--- config.mk ---
export PLATFORM = sky130hd
export DESIGN_NAME = iwram_arbiter
export DESIGN_NICKNAME = d
export VERILOG_FILES = /design/src/rtl/iwram_arb_pkg.sv /design/src/rtl/iwram_arbiter.sv
export SDC_FILE = /design/constraint.sdc
export NUM_CORES = 1
export LEC_CHECK = 0
export CORE_ASPECT_RATIO = 1.25
export CORE_MARGIN = 4
export CORE_UTILIZATION = 45
export CTS_CLUSTER_SIZE = 24
export DETAILED_ROUTE_END_ITERATION = 6
export PLACE_DENSITY = 0.88
export SYNTH_ARGS = -nofsm -noshare
export SYNTH_HDL_FRONTEND = slang
export SYNTH_SLANG_ARGS = --single-unit
export TNS_END_PERCENT = 50
--- constraint.sdc ---
create_clock -name clock -period 2.53 [get_ports clock]
set_input_delay 0.6325 -clock clock [delete_from_list [all_inputs] [get_ports clock]]
set_output_delay 0.6325 -clock clock [all_outputs]
set_load 0.1 [all_outputs]
--- src/rtl/iwram_arb_pkg.sv ---
// Shared types and helpers for the IWRAM arbiter: FSM states, grant encodings
// and the byte-lane merge used by read-modify-write.
package iwram_arb_pkg;

  typedef enum logic [1:0] {
    IDLE   = 2'd0,
    ACCESS = 2'd1,
    MERGE  = 2'd2,
    DONE   = 2'd3
  } state_t;

  localparam logic REQ_CPU = 1'b0;
  localparam logic REQ_DMA = 1'b1;

  // Merge helper works on a wide word; callers zero-extend and truncate.
  // This covers every data width up to MERGE_W.
  localparam int MERGE_W  = 256;
  localparam int MERGE_BE = MERGE_W / 8;

  function automatic logic [MERGE_W-1:0] byte_merge(
    input logic [MERGE_W-1:0]  old_word,
    input logic [MERGE_W-1:0]  new_word,
    input logic [MERGE_BE-1:0] be
  );
    logic [MERGE_W-1:0] res;
    res = old_word;
    for (int i = 0; i < MERGE_BE; i++) begin
      if (be[i]) res[8*i +: 8] = new_word[8*i +: 8];
    end
    return res;
  endfunction

endpackage

--- src/rtl/iwram_arbiter.sv ---
// CPU/DMA arbiter and sequencer for the single-port IWRAM; byte-lane writes
// are done as read-modify-write because the RAM has no byte enables.
//
//   state  | meaning
//   IDLE   | wait for a request, pick the winner and latch its command
//   ACCESS | drive address, capture read data; full writes are written here
//   MERGE  | write back old word with the enabled byte lanes replaced
//   DONE   | one-cycle ack to the granted side, read data presented
module iwram_arbiter
  import iwram_arb_pkg::*;
#(
  parameter int ADDR_W     = 14,
  parameter int DATA_W     = 32,
  parameter int FIXED_PRIO = 0
) (
  input  logic                clock,
  input  logic                reset_n,

  input  logic                cpu_req,
  input  logic                cpu_we,
  input  logic [ADDR_W-1:0]   cpu_addr,
  input  logic [DATA_W-1:0]   cpu_wdata,
  input  logic [DATA_W/8-1:0] cpu_be,
  output logic                cpu_ack,
  output logic [DATA_W-1:0]   cpu_rdata,

  input  logic                dma_req,
  input  logic                dma_we,
  input  logic [ADDR_W-1:0]   dma_addr,
  input  logic [DATA_W-1:0]   dma_wdata,
  input  logic [DATA_W/8-1:0] dma_be,
  output logic                dma_ack,
  output logic [DATA_W-1:0]   dma_rdata,

  output logic                ram_wren,
  output logic [ADDR_W-1:0]   ram_address,
  output logic [DATA_W-1:0]   ram_data,
  input  logic [DATA_W-1:0]   ram_q
);

  localparam int BE_W = DATA_W / 8;

  state_t              state;
  state_t              state_nxt;
  logic                grant;
  logic                grant_nxt;
  logic                last_grant;
  logic                any_req;

  logic                lat_we;
  logic [ADDR_W-1:0]   lat_addr;
  logic [DATA_W-1:0]   lat_wdata;
  logic [BE_W-1:0]     lat_be;
  logic [DATA_W-1:0]   hold_q;
  logic [DATA_W-1:0]   cpu_rdata_r;
  logic [DATA_W-1:0]   dma_rdata_r;

  logic                be_full;
  logic                be_none;
  logic                partial_wr;
  logic [DATA_W-1:0]   merged;

  assign any_req    = cpu_req | dma_req;
  assign be_full    = &lat_be;
  assign be_none    = ~|lat_be;
  assign partial_wr = lat_we & ~be_full & ~be_none;

  // Tie-break: fixed mode always favours DMA, otherwise alternate.
  always_comb begin
    grant_nxt = REQ_CPU;
    if (cpu_req && dma_req) begin
      grant_nxt = (FIXED_PRIO != 0) ? REQ_DMA : ~last_grant;
    end else if (dma_req) begin
      grant_nxt = REQ_DMA;
    end
  end

  always_ff @(posedge clock or negedge reset_n) begin
    if (!reset_n) begin
      state <= IDLE;
    end else begin
      state <= state_nxt;
    end
  end

  always_comb begin
    state_nxt = state;
    unique case (state)
      IDLE:    if (any_req) state_nxt = ACCESS;
      ACCESS:  state_nxt = partial_wr ? MERGE : DONE;
      MERGE:   state_nxt = DONE;
      DONE:    state_nxt = IDLE;
      default: state_nxt = IDLE;
    endcase
  end

  // Command latch: the winner's fields are frozen for the whole transaction.
  always_ff @(posedge clock or negedge reset_n) begin
    if (!reset_n) begin
      grant      <= REQ_CPU;
      last_grant <= REQ_DMA;
      lat_we     <= 1'b0;
      lat_addr   <= '0;
      lat_wdata  <= '0;
      lat_be     <= '0;
    end else if (state == IDLE && any_req) begin
      grant      <= grant_nxt;
      last_grant <= grant_nxt;
      if (grant_nxt == REQ_DMA) begin
        lat_we    <= dma_we;
        lat_addr  <= dma_addr;
        lat_wdata <= dma_wdata;
        lat_be    <= dma_be;
      end else begin
        lat_we    <= cpu_we;
        lat_addr  <= cpu_addr;
        lat_wdata <= cpu_wdata;
        lat_be    <= cpu_be;
      end
    end
  end

  always_ff @(posedge clock or negedge reset_n) begin
    if (!reset_n) begin
      hold_q      <= '0;
      cpu_rdata_r <= '0;
      dma_rdata_r <= '0;
    end else if (state == ACCESS) begin
      hold_q <= ram_q;
      if (!lat_we) begin
        if (grant == REQ_DMA) dma_rdata_r <= ram_q;
        else                  cpu_rdata_r <= ram_q;
      end
    end
  end

  assign merged = DATA_W'(byte_merge(MERGE_W'(hold_q), MERGE_W'(lat_wdata),
                                     MERGE_BE'(lat_be)));

  // Address only moves at grant, so it holds its last value between accesses.
  assign ram_address = lat_addr;
  assign cpu_rdata   = cpu_rdata_r;
  assign dma_rdata   = dma_rdata_r;

  always_comb begin
    ram_wren = 1'b0;
    ram_data = '0;
    cpu_ack  = 1'b0;
    dma_ack  = 1'b0;
    unique case (state)
      ACCESS: begin
        if (lat_we && be_full) begin
          ram_wren = 1'b1;
          ram_data = lat_wdata;
        end
      end
      MERGE: begin
        ram_wren = 1'b1;
        ram_data = merged;
      end
      DONE: begin
        cpu_ack = (grant == REQ_CPU);
        dma_ack = (grant == REQ_DMA);
      end
      default: ;
    endcase
  end

endmodule
==> results.yml, run 1 <==
outcome:
  run_status: "finished, violations left"
  failed_checks: "setup timing"
synthesis:
  yosysSeqAreaShare_pct: 54.8
  async_reset_ff_share_pct: 100
  post_synth.cell_area_avg_sq_um: 11.0
  postSynthCellCount: 625
  synth-adder-area-share_pct: 0.726
  syn-cell-area_sq_um: 6890
  synth_top_family_by_area: "multiplexers"
  edff_count_synth: 0
  synth_compound_gate_area_share_pct: 11.5
  synth_cell_type_count: 35
  synth-simple-area-share_pct: 8.69
  yosys_register_bits: 151
  multiplexer_share_of_the_synthesized_area_pct: 20.3
  yosys_most_used_dff: "dfrtp_1"
  post_synth_net_total: 767
  synth-warning-count: 0
  synth_xor_xnor_area_share_pct: 0
die:
  io-pin-count: 251
  initial_cell_density_of_the_core_pct: 45.9
  core.rowCount: 50
  chip_height_microns: 146
  die_width_microns: 119
  floorplan.die_area_sq_um: 17400
  floorplan.core_area_sq_um: 15000
global_route:
  antenna_violations_before_repair: 0
  grt_use_total_pct: 25.7
  grt_overflow: 0
  first_global_vias: 6332
  grt_max_degree: 64
  grt_first_pass_wirelength_mm: 35.0
place:
  routabilityCongestion: 0.880
  hpwlAfterDp_mm: 15.4
  port_buffers: 250
  placed_cells_incl_taps: 1035
  detailed_place.area_sq_um: 10100
critical_path:
  path_class: "flop to primary output"
  element_type_at_the_critical_path_end: "primary output"
  timing.critical_path.max_delay_family: "buffers and inverters"
  cp-start-kind: "flop"
  path_cells: "inv_2 > ha_4 > clkbuf_16 > nand2_1 > o22ai_4 > buf_12"
  worst-path-buf-inv: 3
  cell_with_the_biggest_individual_delay_on_the_critical_path: "dfrtp_1"
  data_required_time_of_the_worst_path_ps: 1900
  cp_max_fo: 17
  max_stage_delay_ps: 370
  arrival_ps: 1930
sta:
  unrepaired_setup_endpoints_after_global_routing: "yes"
  tightestPinTransition_ps: 619
  finalSetupViolations: 5
  report.final.hold_viol_count: 0
  worst_clock_skew_on_the_final_layout_ps: 9.99
  max_freq_ghz: 0.390
  final_period_minus_worst_setup_slack_ps: 2560
  timing.final.max_slew_violations: 0
  relSlewSlack_pct: 58.7
  final.period_utilization_pct: 101
  final.setup.worst_slack_ps: -34.0
clock_network:
  htree_levels: 4
  cts-buffers-inserted: 17
  clock_tree_from_tritoncts: "done"
  clkSinkCount: 151
  postCtsHoldBufs: 0
  source_to_sink_clock_delay_at_the_later_pin_of_the_worst_skew_pair_ps: 420
  cts_max_path_buffers: 2
  clk_root_buffer_cell: "clkbuf_16"
  path_clk_slew_ps: 60
finish:
  n_antenna_cell: 0
  mostFrequentLayoutCell: "dfrtp_1"
  area_growth_syn_to_layout_pct: 61.7
  nets: 1022
  final_cell_mix: "dfrtp_1, clkdlybuf4s50_1, a21oi_1, mux2_2, buf_4"
  postLayoutCellArea_sq_um: 11100
  layout-drive-gt1-share_pct: 36.1
  layoutNonFillerInstCount: 1075
flow_run:
  max_cap_violations: 0
routing:
  drt_drc_violations_left: 0
  routed-via-count: 6020
  via_to_cell_ratio: 5.60
  finalWirelength_mm: 23.5
  wire_per_inst_microns: 21.8
  number_of_iterations_in_the_first_detailed_routing_pass: 5
  antenna_left: 0
  drt_first_iter_violations: 349
min_path:
  hold_path.class: "input pin to asynchronous set/reset pin"
## cell type report
type,count,area [sq um]
fill,923,3860
clock inverter,14,140
clock buffer,18,439
multi-input combinational,424,3380
timing repair buffer,283,3180
tap,182,228
sequential,151,3780
inverter,3,11.3
## stage by stage
step	setup TNS [ps]	utilization [%]	setup WS [ps]	hold WS [ps]
2_1_floorplan	-5740	-	-232	337
3_3_place_gp	0	67.5	350	471
3_5_place_dp	0	67.5	257	476
4_1_cts	0	72.4	0.578	219
5_1_grt	-1410	74.3	-79.9	228
6_report	-73.9	74.3	-34.0	202
## final timing paths
path	start	to	slack, ps	depth (start not counted)
setup / recovery	state[0]$_DFFE_PN0P_	ram_data[27]	-30	6
hold / removal	reset_n	ram_address[9]$_DFFE_PN0P_	200	1
setup reg to reg	state[0]$_DFFE_PN0P_	dma_rdata[12]$_DFFE_PN0P_	490	6
hold reg to reg	cpu_rdata[5]$_DFFE_PN0P_	cpu_rdata[5]$_DFFE_PN0P_	490	1
max in group asynchronous	reset_n	last_grant$_DFFE_PN1P_	1670	2
min in group clock	cpu_rdata[5]$_DFFE_PN0P_	cpu_rdata[5]$_DFFE_PN0P_	490	1
## sequential cells by signal, summed over array words and instances, names as in the netlist
signal / count
cpu_rdata: 32
dma_rdata: 32
grant: 1
hold_q: 32
last_grant: 1
lat_be: 4
lat_wdata: 32
lat_we: 1
ram_address: 14
state: 2
## synthesized netlist by cell type, types with 2 or more instances
master	count	area, sq um
inv_1	3	11.3
dfrtp_1	150	3750
nand2_1	85	319
a21oi_1	103	515
nor3_1	2	10.0
mux2_1	4	45.0
mux2_2	92	1040
o21ai_0	2	10.0
buf_2	30	150
buf_1	3	11.3
nor2_1	51	191
mux2i_1	32	320
ha_1	4	50.1
clkbuf_1	7	26.3
o22ai_1	32	200
buf_6	6	67.6
## cell families (layout without fill, tap and decap cells)
| family | count (synthesis) | after routing |
|---|---|---|
| buffers and inverters | 50 | 318 |
| AOI/OAI and AO/OA | 145 | 145 |
| adders and majority gates | 4 | 4 |
| muxes | 128 | 128 |
| DFF | 151 | 151 |
| and+or+nand+nor | 147 | 147 |
## routing by layer
metal | track usage (%) | routed length, microns | vias up
met2 | 43.7 | 12100 | 259
met5 | 0 | 0 | -
met4 | 10.4 | 971 | 0
met1 | 30.9 | 8830 | 2992
li1 | - | - | 2711
met3 | 6.86 | 1610 | 58
## timing repair
action / in CTS / in global routing
pin swaps: 0 / 25
gates resized for setup: 19 / 27
setup endpoints to repair: 33 / 33
setup buffers: 3 / 0
gates cloned: 1 / 4
Power of run 1 is left out: the tool's default activity adds up to more than one toggle a clock period on the data nets, which glitch-free logic cannot reach.
==> inputs of run 2 (changes only) <==
CORE_MARGIN = 2   (was 4)
==> run 2 against run 1 <==
Against the previous run: setup slack improved by 23 ps; fmax rose by 0.89%; sequential share of layout area fell by 0.087 points; first-iteration DRC count fell by 11%; worst hold slack got worse by 92 ps; critical path type unchanged; register-to-register slack improved by 30 ps; the run still ends with setup timing left; wire length fell by 3.1%; core utilization rose by 0.19 points.
==> results.yml, run 2 (synthesis gave the netlist of run 1 again) <==
clock_network:
  cts_max_path_buffers: 2
  clk_root_buffer_cell: "clkbuf_16"
  cts-buffers-inserted: 17
  source_to_sink_clock_delay_at_the_later_pin_of_the_worst_skew_pair_ps: 420
  path_clk_slew_ps: 60
  htree_levels: 4
  clock_tree_from_tritoncts: "done"
  postCtsHoldBufs: 0
  clkSinkCount: 151
sta:
  relSlewSlack_pct: 64.1
  final.period_utilization_pct: 100
  worst_hold_margin_ps: 110
  timing.final.max_slew_violations: 0
  final.setup.worst_slack_ps: -11.3
  final_period_minus_worst_setup_slack_ps: 2540
  tightestPinTransition_ps: 538
  max_freq_ghz: 0.393
  worst_clock_skew_on_the_final_layout_ps: 12.7
  unrepaired_setup_endpoints_after_global_routing: "yes"
  finalSetupViolations: 7
  final.setup.tns_ps: -48.2
  report.final.hold_viol_count: 0
critical_path:
  cp_max_fo: 18
  cp-start-kind: "flop"
  data_required_time_of_the_worst_path_ps: 1900
  element_type_at_the_critical_path_end: "primary output"
  arrival_ps: 1910
  reg2reg_setup_slack_ps: 520
  path_class: "flop to primary output"
global_route:
  grt_first_pass_wirelength_mm: 34.5
  grt_use_total_pct: 27.8
  first_global_vias: 6411
  grt_overflow: 0
  antenna_violations_before_repair: 0
  grt_max_degree: 50
place:
  hpwlAfterDp_mm: 14.9
  routabilityCongestion: 0.823
  port_buffers: 250
  placed_cells_incl_taps: 1037
routing:
  wire_per_inst_microns: 21.1
  drt_drc_violations_left: 0
  via_to_cell_ratio: 5.53
  finalWirelength_mm: 22.8
  antenna_left: 0
  routed-via-count: 5957
  number_of_iterations_in_the_first_detailed_routing_pass: 5
  drt_first_iter_violations: 312
die:
  die_width_microns: 115
  core.rowCount: 50
  io-pin-count: 251
  floorplan.die_area_sq_um: 16300
  floorplan.core_area_sq_um: 15000
  chip_height_microns: 142
  initial_cell_density_of_the_core_pct: 45.9
finish:
  layoutNonFillerInstCount: 1077
  final_cell_mix: "dfrtp_1, clkdlybuf4s50_1, a21oi_1, buf_4, mux2_2"
  area_growth_syn_to_layout_pct: 62.1
  nets: 1023
  mostFrequentLayoutCell: "dfrtp_1"
  layout-drive-gt1-share_pct: 36.0
outcome:
  failed_checks: "setup timing"
  run_status: "finished, violations left"
flow_run:
  max_cap_violations: 0
min_path:
  hold_path.class: "input pin to asynchronous set/reset pin"
## run 2: cell count changes in the layout (fill, tap and decap cells not counted), sizes merged, moves of 2 or more
cell	previous run	this run
buf	143	146
clkbuf	22	20
bufinv	1	5
clkinvlp	5	2
inv	8	4
clkinv	3	6
## run 2: through the flow
step / cell area, sq um / util, % / setup slack, ps
2_1_floorplan: 7150 / - / -232
3_3_place_gp: 10100 / 67.1 / 335
3_5_place_dp: 10100 / 67.1 / 264
4_1_cts: 11000 / 73.5 / -21.9
5_1_grt: 11200 / 74.4 / -99.1
6_report: 11200 / 74.5 / -11.3
## run 2: path summary, 6_finish.rpt
kind / start / to / cells past startpoint
min: reset_n / ram_address[9]$_DFFE_PN0P_ / 1
min in group clock: cpu_rdata[5]$_DFFE_PN0P_ / cpu_rdata[5]$_DFFE_PN0P_ / 1
max reg2reg: state[0]$_DFFE_PN0P_ / dma_rdata[12]$_DFFE_PN0P_ / 6
max: state[0]$_DFFE_PN0P_ / ram_data[16] / 6
min reg2reg: cpu_rdata[5]$_DFFE_PN0P_ / cpu_rdata[5]$_DFFE_PN0P_ / 1
max in group asynchronous: reset_n / cpu_rdata[18]$_DFFE_PN0P_ / 2
## run 2: area by class of cell
class,count,area (sq um)
clock inverter,14,223
inverter,3,11.3
tap,182,228
clock buffer,18,439
sequential,151,3780
multi-input combinational,424,3380
timing repair buffer,284,3110
antenna,1,2.50
fill,980,3840
## run 2: timing repair
| item | in CTS | in global routing |
|---|---|---|
| resized for setup | 35 | 17 |
| cloned | 2 | 2 |
| pin swaps | 12 | 20 |
| endpoints found under the setup margin | 33 | 33 |
| setup buffers | 3 | 0 |
## run 2: worst max-delay path, cell delays in order, from the launching register on
cell	delay [ps]
dfrtp_1	380
inv_2	90
ha_4	330
buf_8	190
nand2_1	120
o22ai_4	170
buf_12	200
## run 2: metal layers
metal	routed length (microns)	vias to the layer above	global-route usage (%)
met1	8470	2943	31.6
met3	1510	52	6.47
met2	12000	260	47.5
li1	-	2702	-
met5	0	-	0
met4	839	0	16.3
Power of run 2 is left out for the same reason.
